$ cat src/rtl/square_fixed_point.sv
// Sequential shift-add squarer for unsigned fixed-point operands; one operand bit per cycle, LSB first.
// Optional macro SQUARE_FP_REMAINDER_EN adds a remainder input folded into the result plus an error flag.
module square_fixed_point #(
  parameter int inputWidth    = 8,
  parameter int inputDecWidth = 4
) (
  input  logic                      clk,
  input  logic                      aclr_n,
  input  logic                      in_valid,
  output logic                      in_ready,
  input  logic [inputWidth-1:0]     q,
`ifdef SQUARE_FP_REMAINDER_EN
  input  logic [inputWidth:0]       remainder,
  output logic                      rem_err,
`endif
  output logic [2*inputWidth-1:0]   radical,
  output logic                      outData_valid
);

  localparam int RW = 2 * inputWidth;
  localparam int CW = (inputWidth > 1) ? $clog2(inputWidth) : 1;

  // The result carries 2*inputDecWidth fractional bits, so the fraction must fit in the operand.
  if (inputDecWidth > inputWidth) begin : g_bad_frac
    $error("inputDecWidth must not exceed inputWidth");
  end

  typedef enum logic [1:0] {IDLE, RUN, DONE} state_t;

  state_t                state;
  state_t                next_state;
  logic [inputWidth-1:0] op_reg;
  logic [RW-1:0]         acc;
  logic [RW-1:0]         addend;
  logic [RW-1:0]         acc_next;
  logic [CW-1:0]         cnt;
  logic                  last_bit;
`ifdef SQUARE_FP_REMAINDER_EN
  logic [inputWidth:0]   rem_reg;
`endif

  assign in_ready      = (state == IDLE);
  assign outData_valid = (state == DONE);
  assign last_bit      = (cnt == CW'(inputWidth - 1));

  always_comb begin
    addend = '0;
    if (op_reg[cnt]) begin
      addend = {{inputWidth{1'b0}}, op_reg} << cnt;
    end
    acc_next = acc + addend;
  end

  always_ff @(posedge clk or negedge aclr_n) begin
    if (!aclr_n) begin
      state <= IDLE;
    end else begin
      state <= next_state;
    end
  end

  always_comb begin
    next_state = state;
    case (state)
      IDLE:    if (in_valid) next_state = RUN;
      RUN:     if (last_bit) next_state = DONE;
      DONE:    next_state = IDLE;
      default: next_state = IDLE;
    endcase
  end

  // The final accumulation step writes radical directly, so the result lands on the same edge that enters DONE.
  always_ff @(posedge clk or negedge aclr_n) begin
    if (!aclr_n) begin
      op_reg  <= '0;
      acc     <= '0;
      cnt     <= '0;
      radical <= '0;
`ifdef SQUARE_FP_REMAINDER_EN
      rem_reg <= '0;
      rem_err <= 1'b0;
`endif
    end else begin
      case (state)
        IDLE: begin
          if (in_valid) begin
            op_reg <= q;
            acc    <= '0;
            cnt    <= '0;
`ifdef SQUARE_FP_REMAINDER_EN
            rem_reg <= remainder;
`endif
          end
        end
        RUN: begin
          acc <= acc_next;
          cnt <= cnt + CW'(1);
          if (last_bit) begin
`ifdef SQUARE_FP_REMAINDER_EN
            radical <= acc_next + RW'(rem_reg);
            rem_err <= (rem_reg > {op_reg, 1'b0});
`else
            radical <= acc_next;
`endif
          end
        end
        default: ;
      endcase
    end
  end

endmodule

$ cat config.mk
export PLATFORM = sky130hd
export DESIGN_NAME = square_fixed_point
export DESIGN_NICKNAME = d
export VERILOG_FILES = /design/src/rtl/square_fixed_point.sv
export SDC_FILE = /design/constraint.sdc
export NUM_CORES = 1
export LEC_CHECK = 0
export BUFFER_PORTS_ARGS = -buffer_cell sky130_fd_sc_hd__buf_2
export CORE_UTILIZATION = 53
export CTS_CLUSTER_SIZE = 30
export DETAILED_ROUTE_END_ITERATION = 8
export PLACE_DENSITY = 0.82
export SLEW_MARGIN = 20
export SYNTH_ARGS = -nofsm -noshare
export SYNTH_HDL_FRONTEND = slang
export SYNTH_SLANG_ARGS = --single-unit
$ cat constraint.sdc
create_clock -name clk -period 3.08 [get_ports clk]
set_clock_uncertainty 0.15 [all_clocks]
set_input_delay 0.308 -clock clk [delete_from_list [all_inputs] [get_ports clk]]
set_output_delay 0.308 -clock clk [all_outputs]
set_load 0.02 [all_outputs]
# ---- Yosys cells after proc, flatten, opt, wreduce, memory -nomap -nowiden
# Cells that the tools add are included.
dict set report word_totals {
  regBits 45
}
dict set report op_classes {
  addsub 2
  magnitude_cmp 1
  eq_ne 5
  shifts 1
  n_mux 10
  n_reduce_logical 6
}
# op n
set op_table {}
lappend op_table {{$mux 16} 2}
lappend op_table {{$pmux 16 s2} 1}
lappend op_table {{$add 16x16->16} 1}
lappend op_table {{$shl 8x3->16} 1}
lappend op_table {{$reduce_and 2->1} 4}
lappend op_table {{$pmux 3 s2} 1}
lappend op_table {{$lt 3x4->1 const B} 1}
lappend op_table {{$mux 2} 2}
lappend op_table {{$ne 2x2->1 const B} 2}
lappend op_table {{$pmux 2 s2} 1}
lappend op_table {{$add 3x1->3 const B} 1}
lappend op_table {{$bmux 1 s3} 1}
lappend op_table {{$eq 3x3->1 const B} 1}
lappend op_table {{$mux 3} 1}
lappend op_table {{$eq 2x1->1 const B} 1}
lappend op_table {{$eq 2x2->1 const B} 1}
lappend op_table {{$logic_not 2->1} 1}
lappend op_table {{$reduce_bool 2->1} 1}
lappend op_table {{$mux 1} 1}

# ---- Logic depth before layout (Yosys ltp)
# Gate-level depths: netlist (run 1).
dict set report logic_depth {
  ltp_word 5
  mapped_depth 14
}

# ---- Least setup slack after synthesis (run 1)
# OpenSTA, ideal clock, no wires.
dict set report synth_timing {
  path_kind {reg2reg}
  from {reg cnt[0]}
  to {reg acc[9]}
  setup_ps 141
  arrival_ps 2988
  slack_ps -199
  path_stages_with_launch 12
  path_buffers 1
  cell_sequence {dfrtp_1 mux4_2 nand2b_1 and2_1 clkbuf_1 nor2_1 ha_1 nor2b_1 a311o_1 a311o_1 a311oi_2 o32ai_1}
}
dict set report synth_between {
  elab_chain_cells 5
}
# element line
set synth_lines {}
lappend synth_lines {{start, declared} 36} ;# logic [CW-1:0] cnt;
lappend synth_lines {{start signal, assigned} 97} ;# cnt <= cnt + CW'(1);
lappend synth_lines {{$bmux 1 s3} 48} ;# if (op_reg[cnt]) begin
lappend synth_lines {{$mux 1 (implied by the code)} 48}
lappend synth_lines {{$mux 16 *} 48}
lappend synth_lines {{$add 16x16->16 *} 51} ;# acc_next = acc + addend;
lappend synth_lines {{$pmux 16 s2 *} 84} ;# case (state)
lappend synth_lines {{end signal, assigned} 96} ;# acc <= acc_next;
lappend synth_lines {{end, declared} 33} ;# logic [RW-1:0] acc;
# Mark *: on every way between the ends. The rest lies on a longest branch, timed or not. The select of a mux whose other input is x is not followed.
# A chain may end at the register's enable or synchronous reset.

# ---- Worst setup path in the final report (run 1)
dict set report layout_timing {
  from {reg cnt[1]}
  to {reg acc[14]}
}
# Same word-level chain as after synthesis.

==> results of run 1 <==
## routing by layer
metal	GRT usage (%)	wire length [um]
met3	5.27	427
met5	0	0
met4	7.69	284
met1	32.1	3480
met2	47.6	4340
## critical path: cells and delay by family, from the launching register on
family          cells  cell delay (ns)
fa+ha+maj           1             0.25
mux                 1             0.16
buf+inv             1             0.17
flops               1             0.47
simple gates        1             0.20
compound gates      7             1.54
xor+xnor            1             0.20
## cell usage in the layout (no fill, tap or decap), types with 3 or more instances in the layout
cell type and instances:
sky130_fd_sc_hd__nor2_1 17, sky130_fd_sc_hd__nand2_1 40, sky130_fd_sc_hd__clkbuf_8 5, sky130_fd_sc_hd__o21ai_0 16, sky130_fd_sc_hd__xnor2_1 3, sky130_fd_sc_hd__o22ai_1 5
sky130_fd_sc_hd__nand3_1 6, sky130_fd_sc_hd__ha_4 3, sky130_fd_sc_hd__o211ai_1 3, sky130_fd_sc_hd__a21oi_1 18, sky130_fd_sc_hd__buf_4 53, sky130_fd_sc_hd__ha_1 12
sky130_fd_sc_hd__nor3_1 5, sky130_fd_sc_hd__a21o_1 7, sky130_fd_sc_hd__nand2b_1 6, sky130_fd_sc_hd__o21ai_1 5, sky130_fd_sc_hd__dfrtp_1 43, sky130_fd_sc_hd__o21bai_1 4
sky130_fd_sc_hd__buf_6 5, sky130_fd_sc_hd__and4_1 3, sky130_fd_sc_hd__buf_2 27, sky130_fd_sc_hd__a22o_1 4, sky130_fd_sc_hd__xor2_1 5, sky130_fd_sc_hd__nor2_2 4
sky130_fd_sc_hd__nor2b_1 8, sky130_fd_sc_hd__mux2i_1 6, sky130_fd_sc_hd__mux2_2 10
## stage by stage
step / util, % / instances / hold WS, ns
4_1_cts: 69.3 / 451 / 0.0475
3_3_place_gp: 66.0 / 438 / 0.305
2_1_floorplan: - / 312 / -0.138
5_1_grt: 74.1 / 461 / 0.0780
3_5_place_dp: 66.0 / 438 / 0.312
6_report: 74.1 / 461 / 0.0810
## how the worst max path moves through the flow
stage	startpoint	end	slack (ns)	depth (start not counted)
3_3_place_gp	cnt[0]	acc[14]	-0.08	11
2_1_floorplan	cnt[0]	radical[15]	0.006	13
5_1_grt	cnt[1]	acc[14]	-0.30	12
6_report	cnt[1]	acc[14]	-0.22	12
4_1_cts	cnt[0]	acc[11]	-0.03	10
3_5_place_dp	cnt[0]	acc[11]	-0.19	10
## repair_timing
| item | in CTS | in global routing |
|---|---|---|
| pin swaps | 7 | 17 |
| hold buffers | 0 | 1 |
| gates resized for setup | 16 | 31 |
| endpoints found under the hold margin | 0 | 45 |
| endpoints found under the setup margin | 18 | 17 |
| setup buffers | 5 | 9 |
## area by class of cell
type | instances | share of cell area [%]
clock buffer | 7 | 1.99
multi-input combinational | 247 | 48.8
inverter | 2 | 0.196
clock inverter | 1 | 0.196
sequential | 45 | 29.5
tap | 70 | 2.29
timing repair buffer | 89 | 17.1
## cells by family (layout without fill, tap and decap cells)
family	Yosys count	after routing	share of synthesized area, %
AOI/OAI and AO/OA	95	95	22.3
adders and majority gates	18	18	8.02
buffers and inverters	20	99	2.72
DFF	45	45	38.8
and+or+nand+nor	105	105	17.2
xor gates and xnor gates	10	10	3.02
muxes	19	19	7.89
==> reports/qor.tcl, run 1 <==
set qor(timing.fmax_mhz) 303
set qor(multi_input_comb_area_um2) 1870
set qor(route.vias.total) 2846
set qor(synth_edf_count) 0
set qor(dp_hpwl_mm) 5.21
set qor(dieWidth_um) 76.0
set qor(slowest_stage_cell_cp) {sky130_fd_sc_hd__dfrtp_2}
set qor(antenna_found_initial) 0
set qor(crit_path_cell_trace) {buf_4 > mux2i_1 > a21oi_1 > a21oi_1 > nor2_2 > ha_4 > a2111oi_4 > o21a_2 > o211ai_1 > a31oi_1 > xor2_1 > o22ai_1}
set qor(placedInstanceArea_um2) 3410
set qor(synth-main-ff-cell) {sky130_fd_sc_hd__dfrtp_1}
set qor(post_synth_most_frequent_cells) {45 x sky130_fd_sc_hd__dfrtp_1, 41 x sky130_fd_sc_hd__nand2_1, 22 x sky130_fd_sc_hd__o21ai_0, 21 x sky130_fd_sc_hd__nor2_1, 19 x sky130_fd_sc_hd__a21oi_1}
set qor(worstSkewPairLatency_ns) 0.30
set qor(fp-row-count) 26
set qor(finalWeightedCongestion) 0.937
set qor(status) {complete, but fails checks}
set qor(final_layout_size_suffix_gt1_share_pct) 35.8
set qor(grt_max_degree) 46
set qor(setup_tns_ns) -0.935
set qor(avgViaCountPerCell) 6.17
set qor(yosys.area.top_type) {sky130_fd_sc_hd__dfrtp_1}
set qor(antenna-diode-count) 0
set qor(postSynthRegisterBits) 45
set qor(cts-htree-levels) 2
set qor(post_synth_instance_area_um2) 2900
set qor(final_critical_path_setup_slack_ns) -0.219
set qor(detail_route.drc_violations) 0
set qor(final_nets) 419
set qor(synth_area_per_cell_um2) 9.30
set qor(layout-area-overhead-vs-synth_pct) 32.1
set qor(yosys_warnings) 0
set qor(clock_sink_count) 45
set qor(timing.final.crit_period_ns) 3.30
set qor(floorplan.die_area_um2) 5770
set qor(worst_setup_hold_path_clk_slew_ns) 0.09
set qor(detail-route-antenna-nets) 0
set qor(post_synthesis_net_count) 341
set qor(min_to) {op_reg[0]}
set qor(core_area_um2) 5170
set qor(synth_top_area_share_pct) 38.8
set qor(path_common_cell) {sky130_fd_sc_hd__a21oi_1}
set qor(synth_sequential_area_ratio_pct) 38.8
set qor(synth_top_cells_by_area) {sky130_fd_sc_hd__dfrtp_1 39%, sky130_fd_sc_hd__ha_1 7.3%, sky130_fd_sc_hd__nand2_1 5.3%}
set qor(r2r_cells) 12
set qor(boundaryPins) 29
set qor(postRouteWirelength_mm) 8.53
set qor(count_leader_synth) {sky130_fd_sc_hd__dfrtp_1}
set qor(synthCells) 312
set qor(finalHoldViolCount) 0
set qor(grt_pass1_vias) 2693
set qor(critical_path.max_stage_delay_ns) 0.47
set qor(drt_iter0_drc) 200
set qor(worstPathRequired_ns) 3.07
set qor(track_usage_pct) 26.5
set qor(clock_tree.root_cell) {sky130_fd_sc_hd__clkbuf_8}
set qor(regToRegSetupSlack_ns) -0.22
set qor(timing_max_transition_violations_final) 0
set qor(tritoncts) {built}
set qor(violations) {setup timing}
set qor(min_period_over_period_pct) 107
set qor(min_from) {q[0]}
set qor(setup_repair_after_global_routing_missed_its_margin) {true}
set qor(crit_arrival_ns) 3.29
set qor(max_slew_margin_pct) 52.1
set qor(hold-path-cell-count) 2
set qor(grt-ovfl-total) 0
set qor(worstSetupStartpointType) {register}
set qor(nFillCells) 370
set qor(wl_per_cell_um) 18.5
set qor(yosys.cell_types.count) 55
set qor(pre_cts_slack_ns) -0.190
set qor(die_h_um) 76.0
set qor(max_cap_violations) 0
set qor(floorplan.initialDensity_pct) 56.1
set qor(timing.rr.end) {acc[14]}
set qor(hold_class) {in2reg}
set qor(firstDrtPassIters) 5
set qor(path_max_fanout) 6
set qor(setup_viol_count_final) 12
set qor(worstSetupEndpointType) {register}
set qor(grt_first_pass_wirelength_mm) 12.4
set qor(reg2reg_from) {cnt[1]}
set qor(synth-async-reset-ratio_pct) 100
set qor(worst-setup-path-type) {reg2reg}
set qor(ff_latch_area_um2) 1130
set qor(cts.path.max_buffers) 2
set qor(finish.instance_area_um2) 3830
set qor(timing_worst_slew_pin_value_ns) 0.719
set qor(buffer_ports.inserted) 28
set qor(cts-buffers-inserted) 5
Power of run 1 is left out: the tool's default activity adds up to more than one toggle a clock period on the data nets, which glitch-free logic cannot reach.
==> run 2, diff against run 1 <==
CORE_UTILIZATION = 55   (was 53)
CTS_BUF_LIST = sky130_fd_sc_hd__clkbuf_8   (was unset)
MAX_ROUTING_LAYER = met4   (was unset)
PLACE_DENSITY = 0.84   (was 0.82)
TNS_END_PERCENT = 100   (was unset)
==> run 2 against run 1 <==
Against the previous run:
- the flow still finishes with violations (setup timing)
- sequential share of layout area decreased by 0.30 points
- non-clock buffer count increased by 4
- maximum frequency decreased by 1.4%
- critical path type unchanged
- highest routed layer unchanged
==> reports/qor.tcl, run 2 (synthesis results as in run 1) <==
set qor(nFillCells) 340 ;# -8.1%
set qor(buffer_ports.inserted) 28 ;# unchanged
set qor(violations) {setup timing}
set qor(most-common-layout-cells) {59 x sky130_fd_sc_hd__buf_4, 43 x sky130_fd_sc_hd__dfrtp_1, 41 x sky130_fd_sc_hd__nand2_1}
set qor(final_critical_path_setup_slack_ns) -0.266 ;# -0.0475 ns
set qor(dieWidth_um) 74.6 ;# -1.8%
set qor(dp_hpwl_mm) 5.26 ;# +0.87%
set qor(min_from) {q[7]}
set qor(detail-route-antenna-nets) 0 ;# unchanged
set qor(min_period_over_period_pct) 109 ;# +1.5 points
set qor(wl_per_cell_um) 18.5 ;# about the same
set qor(grt_max_degree) 46 ;# unchanged
set qor(track_usage_pct) 31.4 ;# +4.9 points
set qor(grt_first_pass_wirelength_mm) 12.8 ;# +3.4%
set qor(timing.final.crit_period_ns) 3.35 ;# +0.0475 ns
set qor(placedInstanceArea_um2) 3440 ;# +0.88%
set qor(finalWeightedCongestion) 1.00 ;# +7.0%
set qor(worstSetupStartpointType) {register}
set qor(worst_setup_hold_path_clk_slew_ns) 0.08 ;# about the same
set qor(cts-buffers-inserted) 5 ;# unchanged
set qor(antenna_found_initial) 0 ;# unchanged
set qor(layout-area-overhead-vs-synth_pct) 33.5
set qor(timing_worst_slew_pin_value_ns) 0.766 ;# +0.0474 ns
set qor(reg2reg_from) {cnt[1]}
set qor(floorplan.initialDensity_pct) 56.8 ;# +0.71 points
set qor(worst-setup-path-type) {reg2reg}
set qor(status) {complete, but fails checks}
set qor(timing.fmax_mhz) 299 ;# -1.4%
set qor(r2r_cells) 12 ;# unchanged
set qor(grt-ovfl-total) 0 ;# unchanged
set qor(worstPathRequired_ns) 3.07 ;# about the same
set qor(avgViaCountPerCell) 6.21 ;# +0.55%
set qor(setup.worst_path.start) {cnt[1]}
set qor(cts-htree-levels) 2 ;# unchanged
set qor(max_cap_violations) 0 ;# unchanged
set qor(setup_repair_after_global_routing_missed_its_margin) {true}
set qor(firstDrtPassIters) 6 ;# +1
set qor(final_core_utilization_pct) 75.8 ;# +1.7 points
set qor(timing_max_transition_violations_final) 0 ;# unchanged
set qor(boundaryPins) 29 ;# unchanged
set qor(postRouteWirelength_mm) 8.58 ;# +0.48%
set qor(hold_class) {in2reg}
set qor(grt_pass1_vias) 2734 ;# +1.5%
set qor(clock_tree.root_cell) {sky130_fd_sc_hd__clkbuf_8}
set qor(route.vias.total) 2874 ;# +0.98%
set qor(core_area_um2) 5110 ;# -1.3%
set qor(clock_sink_count) 45 ;# unchanged
set qor(max_slew_margin_pct) 48.9 ;# -3.2 points
set qor(worstSkewPairLatency_ns) 0.30 ;# about the same
set qor(die_h_um) 74.6 ;# -1.8%
set qor(hold_slack_ns) 0.0821 ;# +0.00110 ns
set qor(floorplan.die_area_um2) 5570 ;# -3.5%
set qor(finalHoldViolCount) 0 ;# unchanged
set qor(setup_viol_count_final) 15 ;# +3
set qor(hold-path-cell-count) 2 ;# unchanged
set qor(finish.instance_area_um2) 3870 ;# +1.0%
set qor(tritoncts) {built}
set qor(worstSetupEndpointType) {register}
set qor(final_nets) 423 ;# +0.95%
set qor(fp-row-count) 26 ;# unchanged
set qor(crit_arrival_ns) 3.34 ;# +0.05 ns
set qor(path_max_fanout) 5 ;# -1
set qor(drt_iter0_drc) 224 ;# +12%
set qor(antenna-diode-count) 0 ;# unchanged
set qor(cts.path.max_buffers) 2 ;# unchanged
set qor(detail_route.drc_violations) 0 ;# unchanged
set qor(setup_tns_ns) -1.81 ;# -0.878 ns
set qor(final_layout_size_suffix_gt1_share_pct) 38.7 ;# +2.9 points
set qor(leading_cell_type_in_the_layout_fill_and_taps_excluded) {sky130_fd_sc_hd__buf_4}
-- run 2: worst max-delay path, cell delays in order, from the launching register on --
cell and delay, ns:
sky130_fd_sc_hd__dfrtp_2 0.44, sky130_fd_sc_hd__buf_12 0.14, sky130_fd_sc_hd__buf_4 0.14, sky130_fd_sc_hd__mux2i_1 0.15, sky130_fd_sc_hd__a21oi_1 0.31, sky130_fd_sc_hd__nor2b_1 0.20, sky130_fd_sc_hd__ha_1 0.29, sky130_fd_sc_hd__a21oi_2 0.21
sky130_fd_sc_hd__nor2b_4 0.06, sky130_fd_sc_hd__a311o_1 0.33, sky130_fd_sc_hd__a311o_1 0.31, sky130_fd_sc_hd__a311oi_2 0.31, sky130_fd_sc_hd__o32ai_1 0.15
-- run 2: worst paths after layout --
kind	to	slack (ns)
setup / recovery	acc[9]	-0.27
hold / removal	op_reg[7]	0.08
setup reg to reg	acc[9]	-0.27
hold reg to reg	radical[1]	0.32
max in group asynchronous	cnt[0]	1.98
min in group asynchronous	acc[4]	0.39
-- run 2: layer usage --
metal | track usage, % | share of wire (%) | vias up
li1 | - | - | 1307
met1 | 37.4 | 40 | 1411
met2 | 52.5 | 50 | 120
met3 | 4.82 | 5.7 | 36
met4 | 14.3 | 3.8 | 0
met5 | - | 0 | -
-- run 2: repair_timing --
action / CTS / global route
hold buffers: 0 / 1
resized for setup: 13 / 44
pin swaps: 16 / 19
gates cloned: 0 / 0
setup buffers: 6 / 8
hold endpoints to repair: 0 / 45
setup endpoints to repair: 18 / 18
-- run 2: cell type report --
cell class              count  area (um2)  area share, %
multi-input cells         247        1910           49.3
flip-flops and latches     45        1130           29.2
repair buffers             93         664           17.2
well taps                  70        87.6           2.26
clock buffers               5        68.8           1.78
inverters                   2        7.51          0.194
clock inverters             1        5.00          0.129
-- run 2: stage by stage --
step / cells / setup WS (ns)
after CTS: 454 / -0.00643
after detailed placement: 442 / -0.225
after floorplan: 312 / 0.00648
final: 463 / -0.266
after global routing: 463 / -0.350
after global placement: 442 / -0.0804
Power of run 2 is left out for the same reason.
